===== src/rtl/led_sched_pkg.sv =====
// Shared types, defaults and helpers for the LED blink scheduler.
package led_sched_pkg;

    localparam int unsigned DUR_W_DEF = 16;

    typedef enum logic [1:0] {
        ST_DIS = 2'd0,
        ST_ON  = 2'd1,
        ST_OFF = 2'd2
    } ch_state_e;

    // Clock cycles per timebase tick.
    function automatic int unsigned tick_div(input int unsigned clk_freq,
                                             input int unsigned tick_hz);
        return clk_freq / tick_hz;
    endfunction

endpackage


===== src/rtl/led_tick_gen.sv =====
// Shared timebase: free-running prescaler with a registered one-cycle tick.
module led_tick_gen #(
    parameter int unsigned TICK_DIV = 50_000
) (
    input  logic clk,
    input  logic rst,
    output logic tick
);

    localparam int unsigned PW = $clog2(TICK_DIV);
    localparam logic [PW-1:0] LAST = PW'(TICK_DIV - 1);

    logic [PW-1:0] presc_q;

    // Prescaler wraps at TICK_DIV-1; tick fires the cycle after the wrap point.
    always_ff @(posedge clk) begin
        if (rst) begin
            presc_q <= '0;
            tick    <= 1'b0;
        end else begin
            tick    <= (presc_q == LAST);
            presc_q <= (presc_q == LAST) ? '0 : presc_q + PW'(1);
        end
    end

endmodule


===== src/rtl/led_blink_sched.sv =====
// Multi-channel LED blink scheduler sharing one tick timebase.
module led_blink_sched
    import led_sched_pkg::*;
#(
    parameter int unsigned CLK_FREQ = 50_000_000,
    parameter int unsigned TICK_HZ  = 1000,
    parameter int unsigned N_LED    = 4,
    parameter int unsigned DUR_W    = DUR_W_DEF,
    localparam int unsigned CH_W    = (N_LED > 1) ? $clog2(N_LED) : 1
) (
    input  logic             Clk50M,
    input  logic             Rst,
    input  logic             cfg_valid,
    output logic             cfg_ready,
    input  logic [CH_W-1:0]  cfg_ch,
    input  logic             cfg_en,
    input  logic [DUR_W-1:0] cfg_on,
    input  logic [DUR_W-1:0] cfg_off,
    output logic             tick,
    output logic [N_LED-1:0] led
);

    localparam int unsigned TICK_DIV = tick_div(CLK_FREQ, TICK_HZ);

    logic ready_q;
    logic tick_q;
    logic accept;

    led_tick_gen #(
        .TICK_DIV (TICK_DIV)
    ) u_tick_gen (
        .clk  (Clk50M),
        .rst  (Rst),
        .tick (tick_q)
    );

    // Config port becomes ready one cycle after reset release.
    always_ff @(posedge Clk50M) begin
        if (Rst) begin
            ready_q <= 1'b0;
        end else begin
            ready_q <= 1'b1;
        end
    end

    // Blocking accepts during tick keeps config writes and tick updates disjoint.
    assign cfg_ready = ready_q & ~tick_q;
    assign accept    = cfg_valid & cfg_ready;
    assign tick      = tick_q;

    for (genvar i = 0; i < int'(N_LED); i++) begin : g_ch
        ch_state_e        state_q;
        logic [DUR_W-1:0] rem_q;
        logic [DUR_W-1:0] on_q;
        logic [DUR_W-1:0] off_q;
        logic             led_q;
        logic             sel;

        assign sel = accept && (32'(cfg_ch) == 32'(i));

        // Channel sequencer: accept restarts the channel, ticks count down phases.
        always_ff @(posedge Clk50M) begin
            if (Rst) begin
                state_q <= ST_DIS;
                rem_q   <= '0;
                on_q    <= '0;
                off_q   <= '0;
                led_q   <= 1'b0;
            end else if (sel) begin
                on_q  <= cfg_on;
                off_q <= cfg_off;
                if (!cfg_en || (cfg_on == '0 && cfg_off == '0)) begin
                    state_q <= ST_DIS;
                    rem_q   <= '0;
                    led_q   <= 1'b0;
                end else if (cfg_on != '0) begin
                    state_q <= ST_ON;
                    rem_q   <= cfg_on;
                    led_q   <= 1'b1;
                end else begin
                    state_q <= ST_OFF;
                    rem_q   <= cfg_off;
                    led_q   <= 1'b0;
                end
            end else if (tick_q && state_q != ST_DIS) begin
                if (rem_q > DUR_W'(1)) begin
                    rem_q <= rem_q - DUR_W'(1);
                end else if (state_q == ST_ON) begin
                    if (off_q != '0) begin
                        state_q <= ST_OFF;
                        rem_q   <= off_q;
                        led_q   <= 1'b0;
                    end else begin
                        rem_q   <= on_q;
                    end
                end else begin
                    if (on_q != '0) begin
                        state_q <= ST_ON;
                        rem_q   <= on_q;
                        led_q   <= 1'b1;
                    end else begin
                        rem_q   <= off_q;
                    end
                end
            end
        end

        assign led[i] = led_q;
    end

endmodule


===== config.mk =====
export PLATFORM = sky130hd
export DESIGN_NAME = led_blink_sched
export DESIGN_NICKNAME = d
export VERILOG_FILES = /design/src/rtl/led_sched_pkg.sv /design/src/rtl/led_tick_gen.sv /design/src/rtl/led_blink_sched.sv
export SDC_FILE = /design/constraint.sdc
export NUM_CORES = 1
export LEC_CHECK = 0
export CAP_MARGIN = 20
export CELL_PAD_IN_SITES_DETAIL_PLACEMENT = 1
export CELL_PAD_IN_SITES_GLOBAL_PLACEMENT = 1
export CORE_MARGIN = 2
export CORE_UTILIZATION = 49
export DETAILED_ROUTE_END_ITERATION = 10
export PLACE_DENSITY_LB_ADDON = 0.1
export SLEW_MARGIN = 10
export SYNTH_ARGS = -nofsm -noshare
export SYNTH_HDL_FRONTEND = slang
export SYNTH_SLANG_ARGS = --single-unit

===== constraint.sdc =====
create_clock -name Clk50M -period 6.56 [get_ports Clk50M]
set_input_delay 0.656 -clock Clk50M [delete_from_list [all_inputs] [get_ports Clk50M]]
set_output_delay 0.656 -clock Clk50M [all_outputs]
set_load 0.1 [all_outputs]

==> results of run 1 <==
registers in the layout, indices dropped and copies added, names as in the netlist:
signal	cells
g_ch.off_q	64
ready_q	1
g_ch.rem_q	64
g_ch.on_q	64
u_tick_gen.tick	1
g_ch.state_q	8
u_tick_gen.presc_q	16
logic make-up after synthesis:
logic type,Yosys count,share of synthesized area [%]
DFF,218,38.0
AOI/OAI and AO/OA,445,24.3
buffers and inverters,107,3.78
xor gates and xnor gates,41,3.13
muxes,36,3.32
adders and majority gates,9,0.980
and+or+nand+nor,675,26.5
stage by stage:
stage / cell area (µm²) / cells / util, %
2_1_floorplan: 11500 / 1531 / -
3_3_place_gp: 12100 / 1814 / 51.9
3_5_place_dp: 12100 / 1814 / 51.9
4_1_cts: 13000 / 1859 / 56.0
5_1_grt: 13000 / 1859 / 56.0
6_report: 13000 / 1860 / 56.1
how the worst max path moves through the flow:
stage / cells past startpoint / to / startpoint
6_report: 7 / g_ch[1].rem_q[10]$_SDFFE_PP0N_ / cfg_off[14]
5_1_grt: 7 / g_ch[1].rem_q[10]$_SDFFE_PP0N_ / cfg_off[14]
4_1_cts: 7 / g_ch[1].rem_q[10]$_SDFFE_PP0N_ / cfg_off[14]
3_5_place_dp: 7 / g_ch[1].rem_q[10]$_SDFFE_PP0N_ / cfg_off[14]
3_3_place_gp: 7 / g_ch[1].rem_q[10]$_SDFFE_PP0N_ / cfg_off[14]
2_1_floorplan: 2 / cfg_ready / u_tick_gen.tick$_SDFF_PP0_
metal layers:
metal / GRT usage, % / vias up / part of all wire (%)
li1: - / 5538 / -
met5: 0 / - / 0
met1: 48.1 / 5933 / 42
met4: 14.7 / 0 / 4.6
met3: 6.06 / 131 / 8.2
met2: 59.2 / 553 / 46
worst register-to-register path, stage by stage, from the launching register on:
cell and delay, ns:
dfxtp_1 0.37, or4_1 0.58, o41ai_2 1.02, o21ai_2 0.32, mux2i_1 0.31, a21oi_1 0.11
a221o_1 0.31
cell type report:
cell class | instances | area, µm²
repair buffers | 57 | 537
fillers | 2897 | 10200
diodes | 1 | 2.50
flip-flops and latches | 218 | 4360
well taps | 319 | 399
clock buffers | 29 | 681
inverters | 14 | 52.6
multi-input cells | 1206 | 6720
clock inverters | 16 | 285
layout by cell type (no fill, tap or decap), types with 9 or more instances in the layout:
cell type / instances
nand2_1: 341
dfxtp_1: 218
a21oi_1: 193
nor2_1: 123
o21ai_0: 72
nor4_1: 50
clkdlybuf4s50_1: 42
nand3_1: 33
nor3_1: 28
clkbuf_16: 25
or4_1: 24
xnor2_1: 24
mux2i_1: 19
xor2_1: 17
mux2_2: 17
nand4_1: 17
o211ai_1: 16
a211oi_1: 15
a22oi_1: 14
buf_4: 14
inv_1: 13
a22o_1: 12
a31oi_1: 12
and3_1: 11
o21a_1: 11
o31ai_1: 11
a32oi_1: 10
a221oi_1: 10
o22ai_1: 9
nand2b_1: 9
ha_1: 9
power breakdown:
group	internal [mW]	switching, mW
Clock	1.05	0.595
Combinational	0.191	0.402
Sequential	1.35	0.0366
Total	2.60	1.03
==> summary.txt, run 1 <==
Outcome
  – Status: completed

Logic synthesis
  – Post-synthesis cell area: 11500 µm²
  – Post-synth top area share: 38.0%
  – Post-synth EDFFs: 0
  – Synth cell types: 70
  – Most numerous cell in the Yosys netlist: nand2_1
  – Synth top cells by count: nand2_1, dfxtp_1, a21oi_1
  – Yosys reg bits: 218
  – Synth area leaders: dfxtp_1, nand2_1, a21oi_1
  – FFs w/ async S/R, synth: 0%
  – Syn_area_per_cell: 7.50 µm²
  – Syn Nets: 1578
  – Synth Warn #: 0
  – Post-Syn Instances: 1531
  – Most used DFF post-synth: dfxtp_1
  – Part of the Yosys area used for sequential elements: 38.0%
  – Leading area contributor after synthesis: dfxtp_1

Power
  – Pleak: 4.72 nW
  – Pwr dens: 279 nW/µm²
  – Maximum vdd drop: 0.247 mV
  – Power, Total: 3.63 mW

Clock network
  – TritonCTS clock tree: done
  – Root Buffer: clkbuf_16
  – H-tree levels: 1
  – Num CTS Buffers: 25
  – CTS Sinks: 218
  – Clock transition at path regs: 0.06 ns
  – Post-CTS Setup Repair Bufs: 0
  – Hold Buf Count CTS: 0
  – Post-cts sizing count: 0
  – Clk_lat worst skew: 0.54 ns
  – Max clock buf depth: 3

Drt
  – WL/cell: 24.3 µm
  – First-pass iteration count of the detailed router: 5
  – ANT nets after route: 0
  – Starting DRC count in detailed routing: 1249
  – Residual DRC: 0
  – Vias: 12155
  – Routed vias/inst: 6.53
  – Final WL: 45300 µm

Timing
  – Worst hold margin: 0.473 ns
  – Setup TNS Final: 0 ns
  – Unrepaired setup endpoints after global routing: no
  – Worst slew pin tran: 1.35 ns
  – Crit share post-route: 54.3%
  – Layout Skew: 0.0196 ns
  – Final setup margin: 3.00 ns
  – Final Hold Fails: 0
  – FMAX: 281 MHz
  – # setup viols final: 0
  – Max-slew headroom: 9.82%
  – Min cycle time layout: 3.56 ns
  – Final Max Tran Viols: 0

Setup path
  – Crit path max-delay cell type: clkdlybuf4s50_1
  – CP peak stage delay: 0.79 ns
  – Worst r2r dst: g_ch[0].rem_q[7]$_SDFFE_PP0N_
  – FF-to-FF setup slack: 3.41 ns
  – Critical Path End Type: flop
  – Critical Path RT: 6.97 ns
  – Family with the most delay on the worst path: compound AO/OA/AOI/OAI gates
  – Critical path cell sequence: clkdlybuf4s50_1, nor4_1, a41oi_1, and2_1, a22oi_1, o21ai_0, a32o_1
  – Buffer and inverter count on the worst path: 1
  – CP arrival: 3.97 ns
  – WS Path Type: in -> reg
  – Startpoint type of the worst setup path: input port
  – R2R depth: 6
  – R2R Path Start: g_ch[0].off_q[12]$_SDFFE_PP0P_
  – CP max FO: 18

Global route
  – Initial antenna violation count: 1
  – Gr ovfl total: 0
  – First-pass GRT wire length: 69400 µm
  – Total track usage: 36.4%
  – Largest net degree at the start of global routing: 82
  – Vias in the first global route: 11940

Place
  – RD Place Congestion: 0.910
  – HPWL Detailed: 31000 µm
  – Pre-CTS WS: 2.81 ns
  – I/O Buffers: 43

Run
  – Max_cap viols: 0

Worst hold path
  – Hold_sp: g_ch[0].off_q[3]$_SDFFE_PP0P_
  – Hold path depth: 2
  – Hold worst-path end: g_ch[0].off_q[3]$_SDFFE_PP0P_
  – Hold Path Class: reg -> reg

Floorplan
  – I/O pin cnt: 44
  – Std-Cell Rows: 56
  – Area of the die: 24700 µm²
  – Die height: 157 µm
  – DIE WIDTH: 157 µm
  – Core area: 23300 µm²
  – Initial Util: 49.4%

Finish
  – Area Growth Syn to Fin: 13.5%
  – Nets@finish: 1569
  – Share of cells above drive strength 1: 6.56%
Note: power is estimated with default switching activity, not from simulation.
==> run 2, diff against run 1 <==
--- a/config.mk
+++ b/config.mk
@@ -9,7 +9,7 @@
 export CELL_PAD_IN_SITES_DETAIL_PLACEMENT = 1
 export CELL_PAD_IN_SITES_GLOBAL_PLACEMENT = 1
 export CORE_MARGIN = 2
-export CORE_UTILIZATION = 49
+export CORE_UTILIZATION = 41
 export DETAILED_ROUTE_END_ITERATION = 10
 export PLACE_DENSITY_LB_ADDON = 0.1
 export SLEW_MARGIN = 10
==> constraint.sdc (replaced) <==
create_clock -name Clk50M -period 3.21 [get_ports Clk50M]
set_input_delay 0.321 -clock Clk50M [delete_from_list [all_inputs] [get_ports Clk50M]]
set_output_delay 0.321 -clock Clk50M [all_outputs]
set_load 0.1 [all_outputs]
==> run 2 against run 1 <==
- cell count rose by 6.8%
- worst hold slack got worse by 0.31 ns
- non-clock buffer count rose by 66
- critical path depth fell by 1
- combinational power rose by 120%
- via count rose by 0.38%
- core utilization fell by 7.4 points
- clock skew fell by 0.012 ns
- die area rose by 19%
- first-iteration DRC count fell by 8.6%
- count of clock-buffer cells in the layout rose by 13
- global-route usage fell by 4.1 points
- largest power group unchanged
==> summary.txt, run 2 (same netlist as run 1, synthesis figures left out) <==
Finish
  – Commonest cells after routing, fill and taps aside: nand2_1, dfxtp_1, a21oi_1
  – Multi-input logic area: 6720 µm²
  – Most common cell after layout, fill and taps aside: nand2_1
  – Fillers: 3449
  – Nets@finish: 1636
  – Fin util: 48.7%
  – Top Registers: g_ch.off_q: 64 flops, g_ch.on_q: 64 flops, g_ch.rem_q: 64 flops
  – Final Instance Area: 13500 µm²
  – Area Growth Syn to Fin: 17.4%
  – Share of cells above drive strength 1: 10.2%
  – FF/Latch Area: 4360 µm²

Setup path
  – CP max FO: 7
  – Critical Path End Type: flop
  – Startpoint type of the worst setup path: flop
  – Critical Path RT: 3.62 ns
  – CP arrival: 3.21 ns
  – WS Path Type: reg -> reg

Global route
  – Initial antenna violation count: 1
  – Gr ovfl total: 0
  – Vias in the first global route: 11908
  – First-pass GRT wire length: 71700 µm
  – Total track usage: 32.2%
  – Largest net degree at the start of global routing: 51

Clock network
  – Num CTS Buffers: 26
  – Clk_lat worst skew: 0.54 ns
  – TritonCTS clock tree: done
  – Post-cts sizing count: 0
  – Root Buffer: clkbuf_16
  – Hold Buf Count CTS: 0
  – CTS Sinks: 218
  – Post-CTS Setup Repair Bufs: 0
  – Max clock buf depth: 3
  – H-tree levels: 1
  – Clock transition at path regs: 0.06 ns

Timing
  – Crit share post-route: 87.5%
  – Max-slew headroom: 31.2%
  – Layout Skew: 0.00735 ns
  – Setup TNS Final: 0 ns
  – Final setup margin: 0.402 ns
  – Min cycle time layout: 2.81 ns
  – Final Max Tran Viols: 0
  – Worst slew pin tran: 1.03 ns
  – FMAX: 356 MHz
  – Worst hold margin: 0.165 ns
  – Unrepaired setup endpoints after global routing: no
  – Final Hold Fails: 0
  – # setup viols final: 0

Drt
  – WL/cell: 23.8 µm
  – Routed vias/inst: 6.14
  – ANT nets after route: 0
  – First-pass iteration count of the detailed router: 5
  – Starting DRC count in detailed routing: 1142
  – Final WL: 47200 µm
  – Residual DRC: 0
  – Vias: 12201

Floorplan
  – I/O pin cnt: 44
  – DIE WIDTH: 171 µm
  – Std-Cell Rows: 61
  – Die height: 171 µm
  – Core area: 27700 µm²
  – Area of the die: 29400 µm²
  – Initial Util: 41.5%

Place
  – I/O Buffers: 43
  – Placed Area: 12600 µm²
  – HPWL Detailed: 33100 µm
  – RD Place Congestion: 0.945
  – Pre-CTS WS: 0.212 ns

Run
  – Max_cap viols: 0

Power
  – Maximum vdd drop: 0.293 mV
  – Pwr dens: 529 nW/µm²
  – Pleak: 4.99 nW

Outcome
  – Status: completed

Worst hold path
  – Hold Path Class: in -> reg
==> run 2: cell count changes in the layout (fill, tap and decap cells not counted), sizes merged <==
cell / delta
buf: +70
clkdlybuf4s50: -4
bufinv: -7
clkbuf: +13
clkinvlp: -2
clkinv: -3
==> run 2: power by group <==
group          switching [mW]  internal, mW  total [mW]
Combinational           0.864         0.454        1.32
Sequential             0.0705          2.77        2.84
Clock                    1.20          1.77        2.97
==> run 2: area by class of cell <==
class	instances	area share [%]
diodes	1	0.0186
clock buffers	42	5.95
clock inverters	4	0.334
inverters	14	0.390
multi-input cells	1206	49.8
flip-flops and latches	218	32.4
well taps	378	3.51
repair buffers	123	7.58
==> run 2: through the flow <==
step / cells / total power [mW]
floorplan: 1531 / 3.68
global placement: 1939 / 4.16
detailed placement: 1939 / 4.18
CTS: 1985 / 7.14
global route: 1985 / 7.39
finish: 1986 / 7.13
==> run 2: worst paths after layout <==
kind,startpoint,end,slack [ns],depth (start not counted)
hold / removal,Rst,u_tick_gen.tick$_SDFF_PP0_,0.17,2
setup / recovery,g_ch[1].off_q[15]$_SDFFE_PP0P_,g_ch[1].rem_q[14]$_SDFFE_PP0N_,0.40,6
setup reg to reg,g_ch[1].off_q[15]$_SDFFE_PP0P_,g_ch[1].rem_q[14]$_SDFFE_PP0N_,0.40,6
hold reg to reg,u_tick_gen.presc_q[0]$_SDFF_PP0_,u_tick_gen.presc_q[0]$_SDFF_PP0_,0.46,1
==> run 2: critical path, stage by stage (launching register included) <==
cell and delay, ns:
dfxtp_1 0.33, or4_1 0.57, or4_1 0.60, o21ai_2 0.42, mux2_2 0.40, o21ai_0 0.23, o22ai_1 0.13
==> run 2: layer usage <==
layer	global-route usage, %	wire length [µm]
met3	5.80	3360
met5	0	0
met1	44.0	21000
met2	50.6	21100
met4	12.3	1710
==> run 3, diff against run 2 <==
--- a/config.mk
+++ b/config.mk
@@ -12,6 +12,7 @@
 export CORE_UTILIZATION = 41
 export DETAILED_ROUTE_END_ITERATION = 10
 export PLACE_DENSITY_LB_ADDON = 0.1
+export RECOVER_POWER = 50
 export SLEW_MARGIN = 10
 export SYNTH_ARGS = -nofsm -noshare
 export SYNTH_HDL_FRONTEND = slang
==> run 3 against run 2 <==
- core utilization decreased by 0.14 points
- cell count about the same
- worst hold slack improved by 0.0038 ns
- flip-flop and latch count unchanged
- sequential power about the same
- maximum frequency decreased by 4.0%
- final area decreased by 0.30%
- power decreased by 0.11%
- global-route usage unchanged
- critical path depth unchanged
==> summary.txt, run 3 (same netlist as run 1, synthesis figures left out) <==
Finish
  – Most common cell after layout, fill and taps aside: nand2_1
  – Top Registers: g_ch.off_q: 64 flops, g_ch.on_q: 64 flops, g_ch.rem_q: 64 flops
  – Area Growth Syn to Fin: 17.0%
  – FF/Latch Area: 4360 µm²
  – Fillers: 3450
  – Commonest cells after routing, fill and taps aside: nand2_1, dfxtp_1, a21oi_1
  – Nets@finish: 1636
  – Share of cells above drive strength 1: 9.58%
  – Multi-input logic area: 6710 µm²
  – Final Non-Filler Cells: 1987

Setup path
  – R2R depth: 6
  – R2R Path Start: u_tick_gen.tick$_SDFF_PP0_
  – CP arrival: 3.33 ns
  – WS Path Type: reg -> reg
  – Critical Path RT: 3.62 ns
  – Startpoint type of the worst setup path: flop
  – Critical Path End Type: flop
  – CP max FO: 34
  – FF-to-FF setup slack: 0.28 ns
  – Worst r2r dst: g_ch[2].state_q[0]$_SDFFE_PP0P_

Place
  – RD Place Congestion: 0.945
  – HPWL Detailed: 33100 µm
  – Pre-CTS WS: 0.212 ns
  – I/O Buffers: 43
  – Placed cell count: 1939

Global route
  – Initial antenna violation count: 1
  – Total track usage: 32.2%
  – Vias in the first global route: 11908
  – Largest net degree at the start of global routing: 51
  – First-pass GRT wire length: 71700 µm
  – Gr ovfl total: 0

Drt
  – WL/cell: 23.7 µm
  – Routed vias/inst: 6.16
  – ANT nets after route: 0
  – Met2 wire length: 20900 µm
  – DRT met1 WL: 21100 µm
  – First-pass iteration count of the detailed router: 5
  – Residual DRC: 0
  – Vias: 12235
  – Final WL: 47200 µm
  – Detailed-routed wire length on met3: 3420 µm
  – Top sig layer: met4
  – Starting DRC count in detailed routing: 1128

Clock network
  – Root Buffer: clkbuf_16
  – Num CTS Buffers: 26
  – H-tree levels: 1
  – Post-CTS Setup Repair Bufs: 0
  – TritonCTS clock tree: done
  – Hold Buf Count CTS: 0
  – Max clock buf depth: 3
  – Clk_lat worst skew: 0.54 ns
  – Post-cts sizing count: 0
  – CTS Sinks: 218
  – Clock transition at path regs: 0.06 ns

Timing
  – # setup viols final: 0
  – Crit share post-route: 91.2%
  – Final setup margin: 0.284 ns
  – Worst slew pin tran: 1.34 ns
  – Layout Skew: 0.00733 ns
  – Final Max Tran Viols: 0
  – Final Hold Fails: 0
  – Unrepaired setup endpoints after global routing: no
  – Max-slew headroom: 10.5%
  – Setup TNS Final: 0 ns
  – FMAX: 342 MHz
  – Min cycle time layout: 2.93 ns

Power
  – Maximum vdd drop: 0.293 mV
  – Power, Total: 7.12 mW
  – Pwr dens: 530 nW/µm²
  – Pleak: 4.96 nW

Floorplan
  – Area of the die: 29400 µm²
  – Core area: 27700 µm²
  – Die height: 171 µm
  – Initial Util: 41.5%
  – I/O pin cnt: 44
  – DIE WIDTH: 171 µm
  – Std-Cell Rows: 61

Run
  – Max_cap viols: 0

Outcome
  – Status: completed

Worst hold path
  – Hold worst-path end: u_tick_gen.tick$_SDFF_PP0_
  – Hold_sp: Rst
  – Hold path depth: 2
  – Hold Path Class: in -> reg
==> run 3: changes by cell type in the layout (fill, tap and decap cells not counted), sizes merged <==
cell / before / now
clkbuf: 42 / 51
buf: 85 / 76
diode: 1 / 2
==> run 3: where the power goes <==
group / leakage [nW] / switching, mW / total [mW] / internal, mW
registers: 1.76 / 0.0702 / 2.84 / 2.77
logic: 2.78 / 0.863 / 1.31 / 0.451
clock network: 0.418 / 1.20 / 2.97 / 1.77
==> run 3: worst max-delay path by stage <==
stage | start | endpoint | slack (ns) | depth (start not counted)
finish | u_tick_gen.tick$_SDFF_PP0_ | g_ch[2].state_q[0]$_SDFFE_PP0P_ | 0.28 | 6
global route | u_tick_gen.tick$_SDFF_PP0_ | g_ch[0].rem_q[0]$_SDFFE_PP0N_ | 0.16 | 6
CTS | g_ch[1].off_q[15]$_SDFFE_PP0P_ | g_ch[1].rem_q[14]$_SDFFE_PP0N_ | 0.41 | 6
detailed placement | cfg_off[0] | g_ch[2].rem_q[4]$_SDFFE_PP0N_ | 0.21 | 7
global placement | cfg_off[0] | g_ch[2].rem_q[4]$_SDFFE_PP0N_ | 0.27 | 7
floorplan | u_tick_gen.tick$_SDFF_PP0_ | cfg_ready | 0.59 | 2
==> run 3: layout make-up <==
cell class	count	share of cell area [%]
clock inverter	4	0.335
antenna	2	0.0372
tap	378	3.52
sequential	218	32.5
clock buffer	42	5.97
timing repair buffer	123	7.37
inverter	14	0.391
multi-input combinational	1206	49.9
==> run 3: stage by stage <==
stage                     hold slack (ns)  instance area, µm²  util, %
final                               0.169               13400     48.5
after global routing                0.187               13400     48.5
after CTS                           0.151               13500     48.6
after detailed placement            0.458               12600     45.6
after global placement              0.451               12600     45.6
after floorplan                     0.430               11500        -
==> run 3: layer usage <==
metal / up-vias / GRT usage, %
li1: 5661 / -
met1: 6053 / 44.0
met2: 434 / 50.6
met3: 87 / 5.80
met4: 0 / 12.3
met5: - / 0
==> run 3: worst max-delay path: stages (launching register included) <==
cell and delay [ns]:
dfxtp_1 0.75, and4b_1 0.38, nand2b_1 0.49, clkbuf_2 0.70, o31ai_4 0.19, mux2i_1 0.20, nor2_1 0.06
